==> src/rtl/pipe_mult_pkg.sv <==
// pipe_mult_pkg: shared types and sizing helpers for the parametrised pipelined multiplier.
package pipe_mult_pkg;

    typedef enum logic {MUL_UNSIGNED, MUL_SIGNED} mul_mode_e;

    function automatic int prod_width(input int a_w, input int b_w);
        return a_w + b_w;
    endfunction

    function automatic int tree_depth(input int terms);
        return $clog2(terms);
    endfunction

    // Number of live terms after lvl rounds of pairwise addition.
    function automatic int level_count(input int terms, input int lvl);
        return (terms + (1 << lvl) - 1) >> lvl;
    endfunction

endpackage

==> src/rtl/pipe_mult_pp_gen.sv <==
// pipe_mult_pp_gen: combinational partial products of one operand pair, MSB term negated in signed mode.
module pipe_mult_pp_gen
    import pipe_mult_pkg::*;
#(
    parameter int A_W = 8,
    parameter int B_W = 8,
    localparam int P_W = prod_width(A_W, B_W)
) (
    input  logic [A_W-1:0]            a,
    input  logic [B_W-1:0]            b,
    input  mul_mode_e                 mode,
    output logic [B_W-1:0][P_W-1:0]   pp
);

    logic [P_W-1:0] ext;

    assign ext = {{B_W{mode == MUL_SIGNED && a[A_W-1]}}, a};

    always_comb begin
        for (int i = 0; i < B_W; i++)
            pp[i] = !b[i] ? '0
                  : (mode == MUL_SIGNED && i == B_W - 1) ? P_W'(~(ext << i) + 1'b1)
                  : ext << i;
    end

endmodule

==> src/rtl/pipe_mult_gen.sv <==
// pipe_mult_gen: A_W x B_W signed/unsigned multiplier with a registered partial-product stage,
// a registered binary adder tree and a globally stalled valid/ready pipeline.
module pipe_mult_gen
    import pipe_mult_pkg::*;
#(
    parameter int A_W   = 8,
    parameter int B_W   = 8,
    parameter int TAG_W = 4,
    localparam int P_W   = prod_width(A_W, B_W),
    localparam int DEPTH = tree_depth(B_W),
    localparam int LAT   = 1 + DEPTH
) (
    input  logic             clk,
    input  logic             rst,
    input  logic             in_valid,
    output logic             in_ready,
    input  logic [A_W-1:0]   in_a,
    input  logic [B_W-1:0]   in_b,
    input  logic             in_signed,
    input  logic [TAG_W-1:0] in_tag,
    output logic             out_valid,
    input  logic             out_ready,
    output logic [P_W-1:0]   out_product,
    output logic [TAG_W-1:0] out_tag
);

    localparam int N0 = 1 << DEPTH;

    logic                          adv;
    logic [B_W-1:0]                b_in;
    logic [TAG_W-1:0]              tag_in;
    logic [B_W-1:0][P_W-1:0]       pp;
    logic [N0-1:0][P_W-1:0]        pp_pad;
    // Heap-ordered tree: node k sums nodes 2k+1 and 2k+2, leaves start at N0-1, root is node 0.
    logic [2*N0-2:0][P_W-1:0]      heap;
    logic [LAT-1:0]                vld;
    logic [LAT-1:0][TAG_W-1:0]     tag;

    assign adv      = !out_valid || out_ready;
    assign in_ready = adv;
    // Bubbles carry all-zero data so idle stages never hold stale products.
    assign b_in     = in_valid ? in_b : '0;
    assign tag_in   = in_valid ? in_tag : '0;
    assign pp_pad   = (N0 * P_W)'(pp);

    pipe_mult_pp_gen #(.A_W(A_W), .B_W(B_W)) u_pp (
        .a    (in_a),
        .b    (b_in),
        .mode (mul_mode_e'(in_signed)),
        .pp   (pp)
    );

    always_ff @(posedge clk) begin
        if (rst) begin
            heap <= '0;
            vld  <= '0;
            tag  <= '0;
        end else if (adv) begin
            for (int i = 0; i < N0; i++)
                heap[N0-1+i] <= pp_pad[i];
            for (int k = 0; k < N0 - 1; k++)
                heap[k] <= heap[2*k+1] + heap[2*k+2];
            vld <= {vld[LAT-2:0], in_valid};
            tag <= {tag[LAT-2:0], tag_in};
        end
    end

    assign out_valid   = vld[LAT-1];
    assign out_tag     = tag[LAT-1];
    assign out_product = heap[0];

endmodule

==> config.mk <==
export PLATFORM = sky130hd
export DESIGN_NAME = pipe_mult_gen
export DESIGN_NICKNAME = d
export VERILOG_FILES = /design/src/rtl/pipe_mult_pkg.sv /design/src/rtl/pipe_mult_pp_gen.sv /design/src/rtl/pipe_mult_gen.sv
export SDC_FILE = /design/constraint.sdc
export NUM_CORES = 1
export LEC_CHECK = 0
export BUFFER_PORTS_ARGS = -buffer_cell sky130_fd_sc_hd__buf_2
export CAP_MARGIN = 20
export CORE_MARGIN = 5
export CORE_UTILIZATION = 58
export CTS_BUF_LIST = sky130_fd_sc_hd__clkbuf_8
export CTS_CLUSTER_DIAMETER = 50
export DETAILED_ROUTE_END_ITERATION = 10
export GPL_TIMING_DRIVEN = 0
export PLACE_DENSITY = 0.82
export SETUP_SLACK_MARGIN = 0.1
export SYNTH_ARGS = -nofsm -noshare
export SYNTH_HDL_FRONTEND = slang
export SYNTH_SLANG_ARGS = --single-unit
export TNS_END_PERCENT = 1
==> constraint.sdc <==
create_clock -name clk -period 2.2 [get_ports clk]
set_clock_uncertainty 0.1 [all_clocks]
set_input_delay 0.33 -clock clk [delete_from_list [all_inputs] [get_ports clk]]
set_output_delay 0.33 -clock clk [all_outputs]
set_load 0.05 [all_outputs]
==> metrics.txt <==
# TYPE chip_impl_metric gauge
chip_impl_metric{name="final_number_of_hold_violating_endpoints",unit=""} 0
chip_impl_metric{name="portBuffers",unit=""} 38
chip_impl_metric{name="max_slew_violation_count",unit=""} 0
chip_impl_info{name="worstHoldPathType",value="input pin to flip-flop"} 1
chip_impl_metric{name="grt_antenna_before_repair",unit=""} 0
chip_impl_info{name="r2r-end",value="out_product[14]"} 1
chip_impl_info{name="most_common_cell_in_the_netlist",value="dfxtp_1"} 1
chip_impl_metric{name="remaining_drc_errors",unit=""} 0
chip_impl_info{name="rsz0062_at_grt",value="true"} 1
chip_impl_info{name="cpMaxStageDelayCell",value="fa_2"} 1
chip_impl_metric{name="cellLeakagePower",unit="nW"} 4.56
chip_impl_metric{name="relSlewSlack",unit="%"} 53.8
chip_impl_metric{name="top_level_ports",unit=""} 47
chip_impl_info{name="ctsRootBufferMaster",value="clkbuf_8"} 1
chip_impl_info{name="criticalPathCategory",value="flip-flop to flip-flop"} 1
chip_impl_metric{name="ys_seq_area_share",unit="%"} 38.9
chip_impl_metric{name="synth.yosys.warnings",unit=""} 0
chip_impl_metric{name="fmax",unit="MHz"} 466
chip_impl_metric{name="dp_cells",unit=""} 1407
chip_impl_metric{name="rows",unit=""} 47
chip_impl_metric{name="average_wire_per_standard_cell",unit="um"} 19.1
chip_impl_metric{name="floorplan.die.width",unit="um"} 139
chip_impl_metric{name="dpl.hpwl",unit="mm"} 19.8
chip_impl_metric{name="clock_path_buffers",unit=""} 2
chip_impl_info{name="grt-busiest-layer",value="met2"} 1
chip_impl_metric{name="setup_viol_count_final",unit=""} 0
chip_impl_metric{name="postSynth.asyncResetShare",unit="%"} 0
chip_impl_metric{name="fillerInstances",unit=""} 1319
chip_impl_info{name="startpoint",value="heap[20]"} 1
chip_impl_info{name="cts_tree",value="done"} 1
chip_impl_metric{name="first_pass_grt_wire_length",unit="mm"} 43.6
chip_impl_metric{name="final_cell_count_no_fill",unit=""} 1453
chip_impl_info{name="yosys-top-cells-count",value="188 x dfxtp_1, 121 x nand2_1, 118 x nor2_1"} 1
chip_impl_metric{name="grt_use_met1",unit="%"} 38.5
chip_impl_metric{name="drt_wirelength",unit="mm"} 27.7
chip_impl_info{name="path_cells",value="ha_1, fa_2, a211oi_4, o21ai_1, a31oi_1, xor2_1, o21ai_0"} 1
chip_impl_metric{name="floorplan.core_area",unit="mm2"} 0.0165
chip_impl_metric{name="cap_viol_max_count",unit=""} 0
chip_impl_metric{name="endpoint_required_time_on_the_critical_path",unit="ps"} 2470
chip_impl_metric{name="min_period_over_period",unit="%"} 97.5
chip_impl_metric{name="antennaDiodeCount",unit=""} 0
chip_impl_info{name="critical_path.endpoint_type",value="flip-flop"} 1
chip_impl_metric{name="synth_seq_cells",unit=""} 188
chip_impl_metric{name="syn_inst_count",unit=""} 1149
chip_impl_metric{name="numCtsBuffers",unit=""} 17
chip_impl_metric{name="cp.depth",unit=""} 7
chip_impl_metric{name="drt_first_pass_iters",unit=""} 5
chip_impl_info{name="yosys.area.top_type",value="dfxtp_1"} 1
chip_impl_metric{name="yosys.cell_types.count",unit=""} 65
chip_impl_metric{name="avgSynthCellArea",unit="um2"} 8.42
chip_impl_metric{name="clock-sinks",unit=""} 188
chip_impl_metric{name="detailedRoute.firstIterationViolations",unit=""} 933
chip_impl_info{name="critPathLaunchType",value="flip-flop"} 1
chip_impl_metric{name="dieArea",unit="mm2"} 0.0194
chip_impl_metric{name="synthesis.nets",unit=""} 1250
chip_impl_metric{name="htree_num_levels",unit=""} 4
chip_impl_metric{name="number_of_enable_type_register_cells_in_the_synthesized_netlist",unit=""} 0
chip_impl_info{name="synth_top_flop_cell",value="dfxtp_1"} 1
chip_impl_info{name="end_of_the_critical_path",value="out_product[14]"} 1
chip_impl_metric{name="path_buf_inv",unit=""} 0
chip_impl_metric{name="reg2reg_setup_slack",unit="ps"} 60
chip_impl_metric{name="finalWeightedCongestion",unit=""} 0.962
chip_impl_metric{name="num_vias",unit=""} 9026
chip_impl_metric{name="initial_utilization",unit="%"} 58.7
chip_impl_metric{name="die_h",unit="um"} 139
chip_impl_metric{name="post-route-min-period",unit="ps"} 2140
chip_impl_metric{name="vdd_ir_drop_max",unit="mV"} 0.372
chip_impl_metric{name="worst-r2r-cell-count",unit=""} 7
chip_impl_metric{name="fin_hold_ws",unit="ps"} 104
chip_impl_info{name="status",value="completed"} 1
chip_impl_metric{name="area_growth",unit="%"} 13.2
chip_impl_info{name="synth_top_cells_by_area",value="dfxtp_1 39%, ha_1 8.9%, a22oi_1 5.5%"} 1
chip_impl_metric{name="grt_start_max_net_pins",unit=""} 19
chip_impl_metric{name="met3_track_demand_over_resource",unit="%"} 5.79
chip_impl_info{name="critical_path.top_delay_family",value="compound AO/OA/AOI/OAI gates"} 1
chip_impl_metric{name="drive_above_1_share",unit="%"} 14.7
chip_impl_metric{name="crit_path_max_fanout",unit=""} 3
chip_impl_metric{name="synth_top_cell_area_share",unit="%"} 38.9
chip_impl_metric{name="p_per_area",unit="mW/mm2"} 623
chip_impl_metric{name="count_of_antenna_violating_nets_left_after_detailed_routing",unit=""} 0
chip_impl_metric{name="tightest_slew",unit="ps"} 694
chip_impl_metric{name="synth_area",unit="mm2"} 0.00967
chip_impl_info{name="rr_startpoint",value="heap[20]"} 1
chip_impl_metric{name="worst_skew_pair.late_latency",unit="ps"} 490
chip_impl_metric{name="globalRoute.totalOverflow",unit=""} 0
chip_impl_metric{name="number_of_global_route_vias_before_repair",unit=""} 8271
chip_impl_metric{name="globalRouteTotalUtil",unit="%"} 28.0
chip_impl_metric{name="nNetsFinal",unit=""} 1321
chip_impl_metric{name="arrival",unit="ps"} 2420
chip_impl_metric{name="cts.reportedPaths.clkPinSlew",unit="ps"} 110
chip_impl_metric{name="globalRouteMet2Util",unit="%"} 43.4
chip_impl_metric{name="detail_route.vias_per_cell",unit=""} 6.21
chip_impl_metric{name="critPathMaxStageDelay",unit="ps"} 400
[cells by family after synthesis]
group                    Yosys count  share of synthesized area [%]
AND/OR/NAND/NOR                  391                           18.8
AO/OA/AOI/OAI                    346                           24.0
flip-flops                       188                           38.9
buffers and inverters            126                           5.97
adder cells (fa/ha/maj)           76                           10.4
XOR/XNOR                          22                           1.99
[state kept, by name (all words and copies together), names as in the netlist]
| register | flops |
|---|---|
| heap | 152 |
| out_tag | 4 |
| out_product | 16 |
| vld | 4 |
| tag | 12 |
[metrics by stage]
step	setup TNS, ps	area, um2	power, mW	utilization [%]	worst slack (ps)
3_5_place_dp	-13510	10100	4.37	61.6	-347
4_1_cts	0	10800	6.78	65.6	42.0
3_3_place_gp	-10130	10100	4.36	61.6	-281
5_1_grt	-14.9	10900	7.03	66.5	-14.9
6_report	0	10900	6.82	66.5	56.0
2_1_floorplan	0	9670	4.15	-	107
[cell usage in the layout, fill, tap and decap left out, drive strengths merged, types with 14 or more instances in the layout]
cell,n
a211o,14
a211oi,26
a21oi,89
a22oi,71
and3,14
buf,83
clkbuf,81
dfxtp,188
ha,69
inv,35
nand2,121
nand3,39
nor2,119
nor3,30
o21a,17
o21ai,55
or4,19
[metal layers]
layer  part of all wire, %  vias to the layer above  routed length (um)
met3                   9.4                       76                2610
met5                     0                        -                   0
met1                    43                     4256               11900
met2                    44                      407               12300
li1                      -                     4287                   -
met4                   3.3                        0                 917
[where the power goes]
| part | internal (mW) | switching [mW] |
|---|---|---|
| sequential | 3.51 | 0.0801 |
| combinational | 0.273 | 0.477 |
| clock | 1.09 | 1.39 |
[how the worst min path moves through the flow]
stage / startpoint / to / slack [ps] / depth (start not counted)
after floorplan: out_product[14] / out_product[14] / 330 / 2
after global placement: out_product[14] / out_product[14] / 340 / 2
after detailed placement: tag[7] / tag[7] / 340 / 2
after CTS: in_a[0] / heap[231] / 80 / 3
after global routing: in_a[0] / heap[231] / 150 / 3
final: in_a[0] / heap[231] / 100 / 3
[final cells by class]
class	count	area [um2]	share of cell area, %
Sequential cell	188	3770	34.5
Inverter	28	105	0.960
Tap cell	220	275	2.52
Clock inverter	14	176	1.61
Multi-Input combinational cell	835	5510	50.3
Buffer	98	538	4.92
Clock buffer	18	248	2.26
Timing Repair Buffer	52	320	2.93
[tightest hold or removal path: cells and delay by family]
family / cells / cell delay (ps)
compound gates: 1 / 90
buf+inv: 1 / 160
simple gates: 1 / 80
[timing repair]
item                                   CTS  global route
endpoints found under the hold margin    4             0
gates resized for setup                 36            59
setup buffers                           10             0
hold buffers                             4             0
setup endpoints to repair               73           171
pin swaps                                5            17
No activity file was read; power rests on OpenSTA's default activity.
